==> src/rtl/led_pkg.sv <==
// Shared constants and helpers for the LED shifter / fade-driver pipeline.
// Level width and full-scale derivation live here so both stages agree on brightness scale.
package led_pkg;

   localparam int NUM_LEDS        = 8;
   localparam int LEVEL_W_DEFAULT = 4;

   // What a channel does to its brightness level on the coming edge.
   typedef enum logic [1:0] {
      LVL_HOLD  = 2'd0,
      LVL_LIGHT = 2'd1,
      LVL_DECAY = 2'd2
   } level_op_e;

   function automatic int lvl_max(input int level_w);
      return (1 << level_w) - 1;
   endfunction

endpackage

==> src/rtl/led_fade_channel.sv <==
// One LED: brightness level register with light/decay priority, plus the PWM comparator
// and registered pin drive.
module led_fade_channel
   import led_pkg::*;
#(
   parameter int LEVEL_W = LEVEL_W_DEFAULT
) (
   input  logic               clk,
   input  logic               rst,
   input  logic               lit,
   input  logic               step,
   input  logic               enable,
   input  logic [LEVEL_W-1:0] pwm_cnt,
   output logic               led_out,
   output logic               is_fading
);

   localparam logic [LEVEL_W-1:0] LVL_MAX = {LEVEL_W{1'b1}};

   level_op_e          level_op;
   logic [LEVEL_W-1:0] level_d, level_q;
   logic               led_out_d, led_out_q;

   // A lit bit (fresh strobe or held pattern) overrides any decay on the same edge.
   always_comb begin
      level_op = LVL_HOLD;
      if (lit) begin
         level_op = LVL_LIGHT;
      end else if (step && (level_q != '0)) begin
         level_op = LVL_DECAY;
      end

      level_d = level_q;
      unique case (level_op)
         LVL_LIGHT: level_d = LVL_MAX;
         LVL_DECAY: level_d = level_q - LEVEL_W'(1);
         default:   level_d = level_q;
      endcase

      led_out_d = enable && (level_q > pwm_cnt);
   end

   always_ff @(posedge clk) begin
      if (rst) begin
         level_q   <= '0;
         led_out_q <= 1'b0;
      end else begin
         level_q   <= level_d;
         led_out_q <= led_out_d;
      end
   end

   assign led_out   = led_out_q;
   assign is_fading = (level_q != '0) && (level_q != LVL_MAX);

endmodule

==> src/rtl/led_fade_driver.sv <==
// Fade driver: turns the shifter's 8-bit pattern into PWM LED drive where cleared bits
// fade out stepwise, leaving a trail behind the rotating pattern.
module led_fade_driver
   import led_pkg::*;
#(
   parameter int LEVEL_W       = LEVEL_W_DEFAULT,
   parameter int DECAY_PERIODS = 2
) (
   input  logic                clk,
   input  logic                rst,
   input  logic [NUM_LEDS-1:0] pattern_in,
   input  logic                pattern_valid,
   input  logic                enable,
   output logic [NUM_LEDS-1:0] led_out,
   output logic                period_tick,
   output logic                fading
);

   localparam int                 DCNT_W     = (DECAY_PERIODS > 1) ? $clog2(DECAY_PERIODS) : 1;
   localparam logic [LEVEL_W-1:0] PWM_LAST   = LEVEL_W'(lvl_max(LEVEL_W) - 1);
   localparam logic [DCNT_W-1:0]  DECAY_LAST = DCNT_W'(DECAY_PERIODS - 1);

   logic [LEVEL_W-1:0]  pwm_cnt_d, pwm_cnt_q;
   logic [DCNT_W-1:0]   decay_cnt_d, decay_cnt_q;
   logic [NUM_LEDS-1:0] pattern_q_d, pattern_q_q;
   logic [NUM_LEDS-1:0] pattern_eff;
   logic                period_tick_d, period_tick_q;
   logic                fading_d, fading_q;
   logic                period_end;
   logic                step;
   logic [NUM_LEDS-1:0] chan_fading;

   // A strobe takes effect in its own cycle, so bits it clears can decay on a coincident step.
   always_comb begin
      period_end    = (pwm_cnt_q == PWM_LAST);
      step          = period_end && (decay_cnt_q == DECAY_LAST);
      pwm_cnt_d     = period_end ? '0 : pwm_cnt_q + LEVEL_W'(1);
      decay_cnt_d   = decay_cnt_q;
      if (step) begin
         decay_cnt_d = '0;
      end else if (period_end) begin
         decay_cnt_d = decay_cnt_q + DCNT_W'(1);
      end
      pattern_eff   = pattern_valid ? pattern_in : pattern_q_q;
      pattern_q_d   = pattern_eff;
      period_tick_d = period_end;
      fading_d      = |chan_fading;
   end

   always_ff @(posedge clk) begin
      if (rst) begin
         pwm_cnt_q     <= '0;
         decay_cnt_q   <= '0;
         pattern_q_q   <= '0;
         period_tick_q <= 1'b0;
         fading_q      <= 1'b0;
      end else begin
         pwm_cnt_q     <= pwm_cnt_d;
         decay_cnt_q   <= decay_cnt_d;
         pattern_q_q   <= pattern_q_d;
         period_tick_q <= period_tick_d;
         fading_q      <= fading_d;
      end
   end

   for (genvar i = 0; i < NUM_LEDS; i++) begin : g_chan
      led_fade_channel #(
         .LEVEL_W (LEVEL_W)
      ) u_chan (
         .clk       (clk),
         .rst       (rst),
         .lit       (pattern_eff[i]),
         .step      (step),
         .enable    (enable),
         .pwm_cnt   (pwm_cnt_q),
         .led_out   (led_out[i]),
         .is_fading (chan_fading[i])
      );
   end

   assign period_tick = period_tick_q;
   assign fading      = fading_q;

endmodule

==> config.mk <==
export PLATFORM = sky130hd
export DESIGN_NAME = led_fade_driver
export DESIGN_NICKNAME = d
export VERILOG_FILES = /design/src/rtl/led_pkg.sv /design/src/rtl/led_fade_channel.sv /design/src/rtl/led_fade_driver.sv
export SDC_FILE = /design/constraint.sdc
export NUM_CORES = 1
export LEC_CHECK = 0
export ABC_AREA = 0
export CAP_MARGIN = 15
export CORE_ASPECT_RATIO = 0.9
export CORE_UTILIZATION = 48
export CTS_CLUSTER_SIZE = 14
export DETAILED_ROUTE_END_ITERATION = 8
export GPL_TIMING_DRIVEN = 0
export PLACE_DENSITY = 0.73
export REMOVE_ABC_BUFFERS = 1
export SETUP_SLACK_MARGIN = 0.05
export SYNTH_ARGS = -nofsm -noshare
export SYNTH_HDL_FRONTEND = slang
export SYNTH_SLANG_ARGS = --single-unit
==> constraint.sdc <==
create_clock -name clk -period 2.55 [get_ports clk]
set_clock_uncertainty 0.1 [all_clocks]
set_input_delay 0.3825 -clock clk [delete_from_list [all_inputs] [get_ports clk]]
set_output_delay 0.3825 -clock clk [all_outputs]
set_load 0.02 [all_outputs]
==> results of run 1 <==
-- cell usage in the layout, fill, tap and decap left out, types with 7 or more instances in the layout --
cell,Yosys,routed
a31oi_1,16,16
mux2i_1,16,16
inv_1,31,31
clkdlybuf4s50_1,0,20
xnor2_1,9,9
nand2_1,21,21
dfxtp_1,55,55
a21oi_1,36,36
nor4_4,8,8
nor2b_1,7,7
nor2_1,24,24
nand4b_1,8,8
ha_1,50,50
-- where the power goes --
group / total (mW) / leakage (nW) / switching, mW / internal, mW
Combinational: 0.433 / 0.964 / 0.223 / 0.209
Clock: 0.567 / 0.0513 / 0.279 / 0.288
Sequential: 1.02 / 0.456 / 0.0931 / 0.927
Total: 2.02 / 1.47 / 0.595 / 1.42
-- area by class of cell --
| cell class | count | share of cell area |
|---|---|---|
| Sequential cell | 55 | 0.298 |
| Multi-Input combinational cell | 247 | 0.549 |
| Clock buffer | 6 | 0.0196 |
| Timing Repair Buffer | 25 | 0.0636 |
| Tap cell | 90 | 0.0305 |
| Inverter | 31 | 0.0315 |
| Clock inverter | 1 | 0.00812 |
-- stage by stage --
step	hold WS, ns	std cells	setup slack (ns)	instance area [µm²]	util
6_report	0.471	455	0.389	3700	0.555
5_1_grt	0.490	455	0.266	3700	0.555
4_1_cts	0.464	451	0.175	3670	0.551
3_5_place_dp	0.451	444	0.192	3560	0.536
3_3_place_gp	0.440	444	-0.716	3570	0.536
2_1_floorplan	0.352	333	0.578	3250	-
-- final timing paths --
path	end	slack (ns)	cells after the start
max	g_chan[5].u_chan.level_q[2]$_SDFFE_PP0P_	0.39	6
min	pwm_cnt_q[3]$_SDFF_PP0_	0.47	2
max reg2reg	g_chan[5].u_chan.level_q[2]$_SDFFE_PP0P_	0.39	6
min reg2reg	pwm_cnt_q[3]$_SDFF_PP0_	0.47	2
-- worst max-delay path, cell delays in order, from the launching register on --
cell and delay (ns):
dfxtp_1 0.51, inv_1 0.13, ha_1 0.28, and4_1 0.69
nand2_1 0.13, nand2_1 0.10, a31oi_1 0.08
-- cell families after synthesis --
family,count (synthesis),share of synthesized area
adders and majority gates,50,0.186
and+or+nand+nor,94,0.198
muxes,24,0.0744
buffers and inverters,49,0.0688
xor gates and xnor gates,9,0.0234
AOI/OAI and AO/OA,70,0.121
DFF,55,0.328
-- per-layer routing --
layer,GRT usage,wire length (µm)
met4,0.0871,99
met5,0,0
met2,0.324,3010
met3,0.0337,229
met1,0.220,3080
-- state kept, by name, indices dropped and copies added, names as in the netlist --
name / count
g_chan.u_chan.level_q: 32
g_chan.u_chan.led_out: 8
pattern_q_q: 8
pwm_cnt_q: 4
decay_cnt_q: 1
fading: 1
period_tick: 1
==> flow_summary.json, run 1 <==
{
  "status": "finished, final reports clean",
  "fin_nets": 427,
  "cts_tree": "built",
  "postCtsSetupBuffers": 0,
  "drc_errors": 0,
  "final_antenna_net_count": 0,
  "ys_ff_latch": 55,
  "hp-start": "pwm_cnt_q[1]$_SDFF_PP0_",
  "cts-root-buf": "clkbuf_8",
  "start_util": 0.505,
  "critPathKind": "reg2reg",
  "track_usage": 0.184,
  "finalMaxSlewViolations": 0,
  "yosysTopAreaCell": "dfxtp_1",
  "fin_tns_setup_ns": 0,
  "vias_per_cell": 5.46,
  "hold_buffers": 0,
  "grt_pass1_vias": 2386,
  "die_x_um": 90.2,
  "synthArstFlopShare": 0,
  "setup_viol": 0,
  "worstMarginPinSlew_ns": 0.879,
  "dp_hpwl_mm": 4.43,
  "gp_congestion": 0.810,
  "syn_to_final_growth_pct": 9.97,
  "fillers": 614,
  "first_pass_iters": 4,
  "htree_levels": 2,
  "num_antenna_cells": 0,
  "grt_pass1_wl_mm": 10.6,
  "coreArea_um2": 6660,
  "vdd_drop_max_mv": 0.311,
  "rsz0062_at_grt": "no",
  "crit_fanout": 16,
  "fmax_ghz": 0.463,
  "layout-drive-gt1-share": 0.0959,
  "cp_data_arrival_time_ns": 2.22,
  "fin_crit_sh": 0.848,
  "cts.path.max_buffers": 2,
  "synth.avg_cell_area_um2": 9.58,
  "worstSetupStartpointType": "flop",
  "finalHoldViolCount": 0,
  "yosysMostFrequentCell": "dfxtp_1",
  "clk_latency_ns": 0.31,
  "io_buffers": 21,
  "ys_types": 33,
  "p_per_area_nw_per_um2": 546,
  "p_leak_nw": 1.47,
  "antenna_found_initial": 0,
  "clk_pin_slew_ns": 0.10,
  "cp-end-kind": "flop",
  "ctsResizeCount": 0,
  "netlist.area_leader.share": 0.328,
  "seq_area_um2": 1100,
  "ys_seq_area_frac": 0.328,
  "vias": 2485,
  "synth_edf_count": 0,
  "grt_max_degree": 49,
  "die_area_um2": 7340,
  "syn_area_um2": 3360,
  "yosys-top-cells-count": "55 x dfxtp_1, 50 x ha_1, 36 x a21oi_1, 31 x inv_1, 24 x nor2_1",
  "maxCapViolations": 0,
  "io_pins": 22,
  "yosys_warnings": 0,
  "crit_start": "pwm_cnt_q[0]$_SDFF_PP0_",
  "finalPower_mw": 2.02,
  "hold_class": "reg2reg",
  "cts.sinks": 55,
  "multi_input_area_um2": 2030,
  "cts_buffers": 5,
  "die_y_um": 81.4,
  "std_cell_rows": 28,
  "reg2reg_from": "pwm_cnt_q[0]$_SDFF_PP0_",
  "wire_per_inst_um": 14.1,
  "required_ns": 2.61,
  "gr-total-overflow": 0,
  "synthCells": 351,
  "first_iter_violations": 105,
  "synth_area_leaders": "dfxtp_1 33%, ha_1 19%, a21oi_1 5.4%, nor4_4 5.1%, mux2i_1 4.8%",
  "synthFlopType": "dfxtp_1",
  "wirelength_mm": 6.42,
  "min_period_ns": 2.16,
  "maxSlewHeadroom": 0.414
}
Note: power is estimated with default switching activity, not from simulation.
==> inputs of run 2 (changes only) <==
Settings changed: PLACE_DENSITY 0.73 to 0.75.
Clock period 2.55 ns to 1.7 ns, I/O delays scaled along.
==> flow_summary.json, run 2 (synthesis gave the netlist of run 1 again) <==
{
  "cts.path.max_buffers": 2,
  "drc_errors": 0,
  "final_antenna_net_count": 0,
  "maxCapViolations": 0,
  "sw_frac_of_total": 0.308,
  "multi_input_area_um2": 2370,
  "vdd_drop_max_mv": 0.536,
  "status": "finished, final reports clean",
  "largest_reg_flops": 32,
  "fillers": 505,
  "io_pins": 22,
  "cts-root-buf": "clkbuf_8",
  "cts_buffers": 5,
  "cp-end-kind": "flop",
  "gp_congestion": 0.772,
  "finalMaxSlewViolations": 0,
  "setup_viol": 0,
  "maxSlewHeadroom": 0.396,
  "first_iter_violations": 84,
  "fin_nets": 468,
  "fin_crit_sh": 0.975,
  "required_ns": 1.84,
  "die_y_um": 81.4,
  "wire_per_inst_um": 15.7,
  "syn_to_final_growth_pct": 34.3,
  "cts_tree": "built",
  "seqPwrFrac": 0.440,
  "vias_per_cell": 5.54,
  "wirelength_mm": 7.82,
  "die_x_um": 90.2,
  "grt_pass1_vias": 2660,
  "worstPathCellList": "inv_1 -> ha_4 -> nor3b_4 -> buf_4 -> nor2_4 -> mux2_2 -> a21oi_1",
  "top_register": "g_chan.u_chan.level_q",
  "slowest_delay_ns": 0.37,
  "final_core_util": 0.678,
  "coreArea_um2": 6660,
  "antenna_found_initial": 0,
  "critical_path.top_delay_family": "flip-flops",
  "grt_pass1_wl_mm": 12.0,
  "final_common_cell": "dfxtp_1",
  "switchingPower_mw": 1.06,
  "layout-drive-gt1-share": 0.366,
  "std_cell_rows": 28,
  "vias": 2753,
  "rsz0062_at_grt": "yes",
  "crit_fanout": 4,
  "fmax_ghz": 0.603,
  "finalHoldViolCount": 0,
  "start_util": 0.505,
  "pre_cts_ws_ns": -0.692,
  "setup_ws_ns": 0.0426,
  "cell_internal_pwr_mw": 2.39,
  "hold_buffers": 0,
  "cts.sinks": 55,
  "p_per_area_nw_per_um2": 766,
  "die_area_um2": 7340,
  "htree_levels": 2,
  "p_clk_frac": 0.273,
  "min_period_ns": 1.66,
  "dp_hpwl_mm": 4.47,
  "clk_pin_slew_ns": 0.10,
  "num_antenna_cells": 0,
  "p_comb_frac": 0.288,
  "layout_common_cells": "35 x dfxtp_1, 33 x buf_4, 32 x ha_1",
  "worstMarginPinSlew_ns": 0.906,
  "p_leak_nw": 1.75,
  "cp_data_arrival_time_ns": 1.80,
  "grt_max_degree": 49,
  "clk_latency_ns": 0.31,
  "critPathKind": "reg2reg",
  "io_buffers": 21,
  "first_pass_iters": 4,
  "critPathBufInv": 2,
  "seq_area_um2": 1170,
  "gr-total-overflow": 0,
  "critPathSlowestCell": "dfxtp_4",
  "hold_class": "in2reg",
  "worstSetupStartpointType": "flop",
  "track_usage": 0.208
}
-- run 2: routing by layer --
layer  vias up  track usage  wire length, µm
li1       1358            -                -
met1      1312        0.230             3310
met2        57        0.394             4080
met3        26       0.0365              191
met4         0       0.0935              237
met5         -            0                0
-- run 2: through the flow --
step	instances	hold WS [ns]	total power [mW]	area [µm²]	TNS, ns
after floorplan	333	0.224	1.99	3250	-3.48
after global placement	444	0.432	2.17	3570	-37.56
after detailed placement	444	0.452	2.21	3560	-20.18
after CTS	480	0.430	3.27	4130	0
after global routing	497	0.473	3.64	4510	-0.156
final	497	0.444	3.46	4510	0
-- run 2: cell type report --
type,instances,area share
multi-input combinational,247,0.525
inverter,31,0.0294
clock inverter,2,0.00859
sequential,55,0.260
tap,90,0.0249
timing repair buffer,66,0.134
clock buffer,6,0.0183
-- run 2: path summary, 6_finish.rpt --
kind,endpoint,slack (ns),from,cells after the start
setup / recovery,g_chan[0].u_chan.level_q[1]$_SDFFE_PP0P_,0.04,g_chan[0].u_chan.level_q[0]$_SDFFE_PP0P_,7
hold / removal,pattern_q_q[5]$_SDFF_PP0_,0.44,rst,2
setup reg to reg,g_chan[0].u_chan.level_q[1]$_SDFFE_PP0P_,0.04,g_chan[0].u_chan.level_q[0]$_SDFFE_PP0P_,7
hold reg to reg,pwm_cnt_q[3]$_SDFF_PP0_,0.45,pwm_cnt_q[3]$_SDFF_PP0_,2
-- run 2: power by group through the flow --
stage               clock network (mW)  logic [mW]  registers [mW]
floorplan                            0       0.435            1.55
global placement                     0       0.613            1.55
detailed placement                   0       0.647            1.56
CTS                              0.959       0.795            1.52
global route                      1.01        1.09            1.54
finish                           0.943       0.995            1.52
-- run 2: timing repair --
item	4_1_cts	5_1_grt
endpoints found under the setup margin	46	21
buffers inserted	28	17
gates resized for setup	75	54
pin swaps	11	30
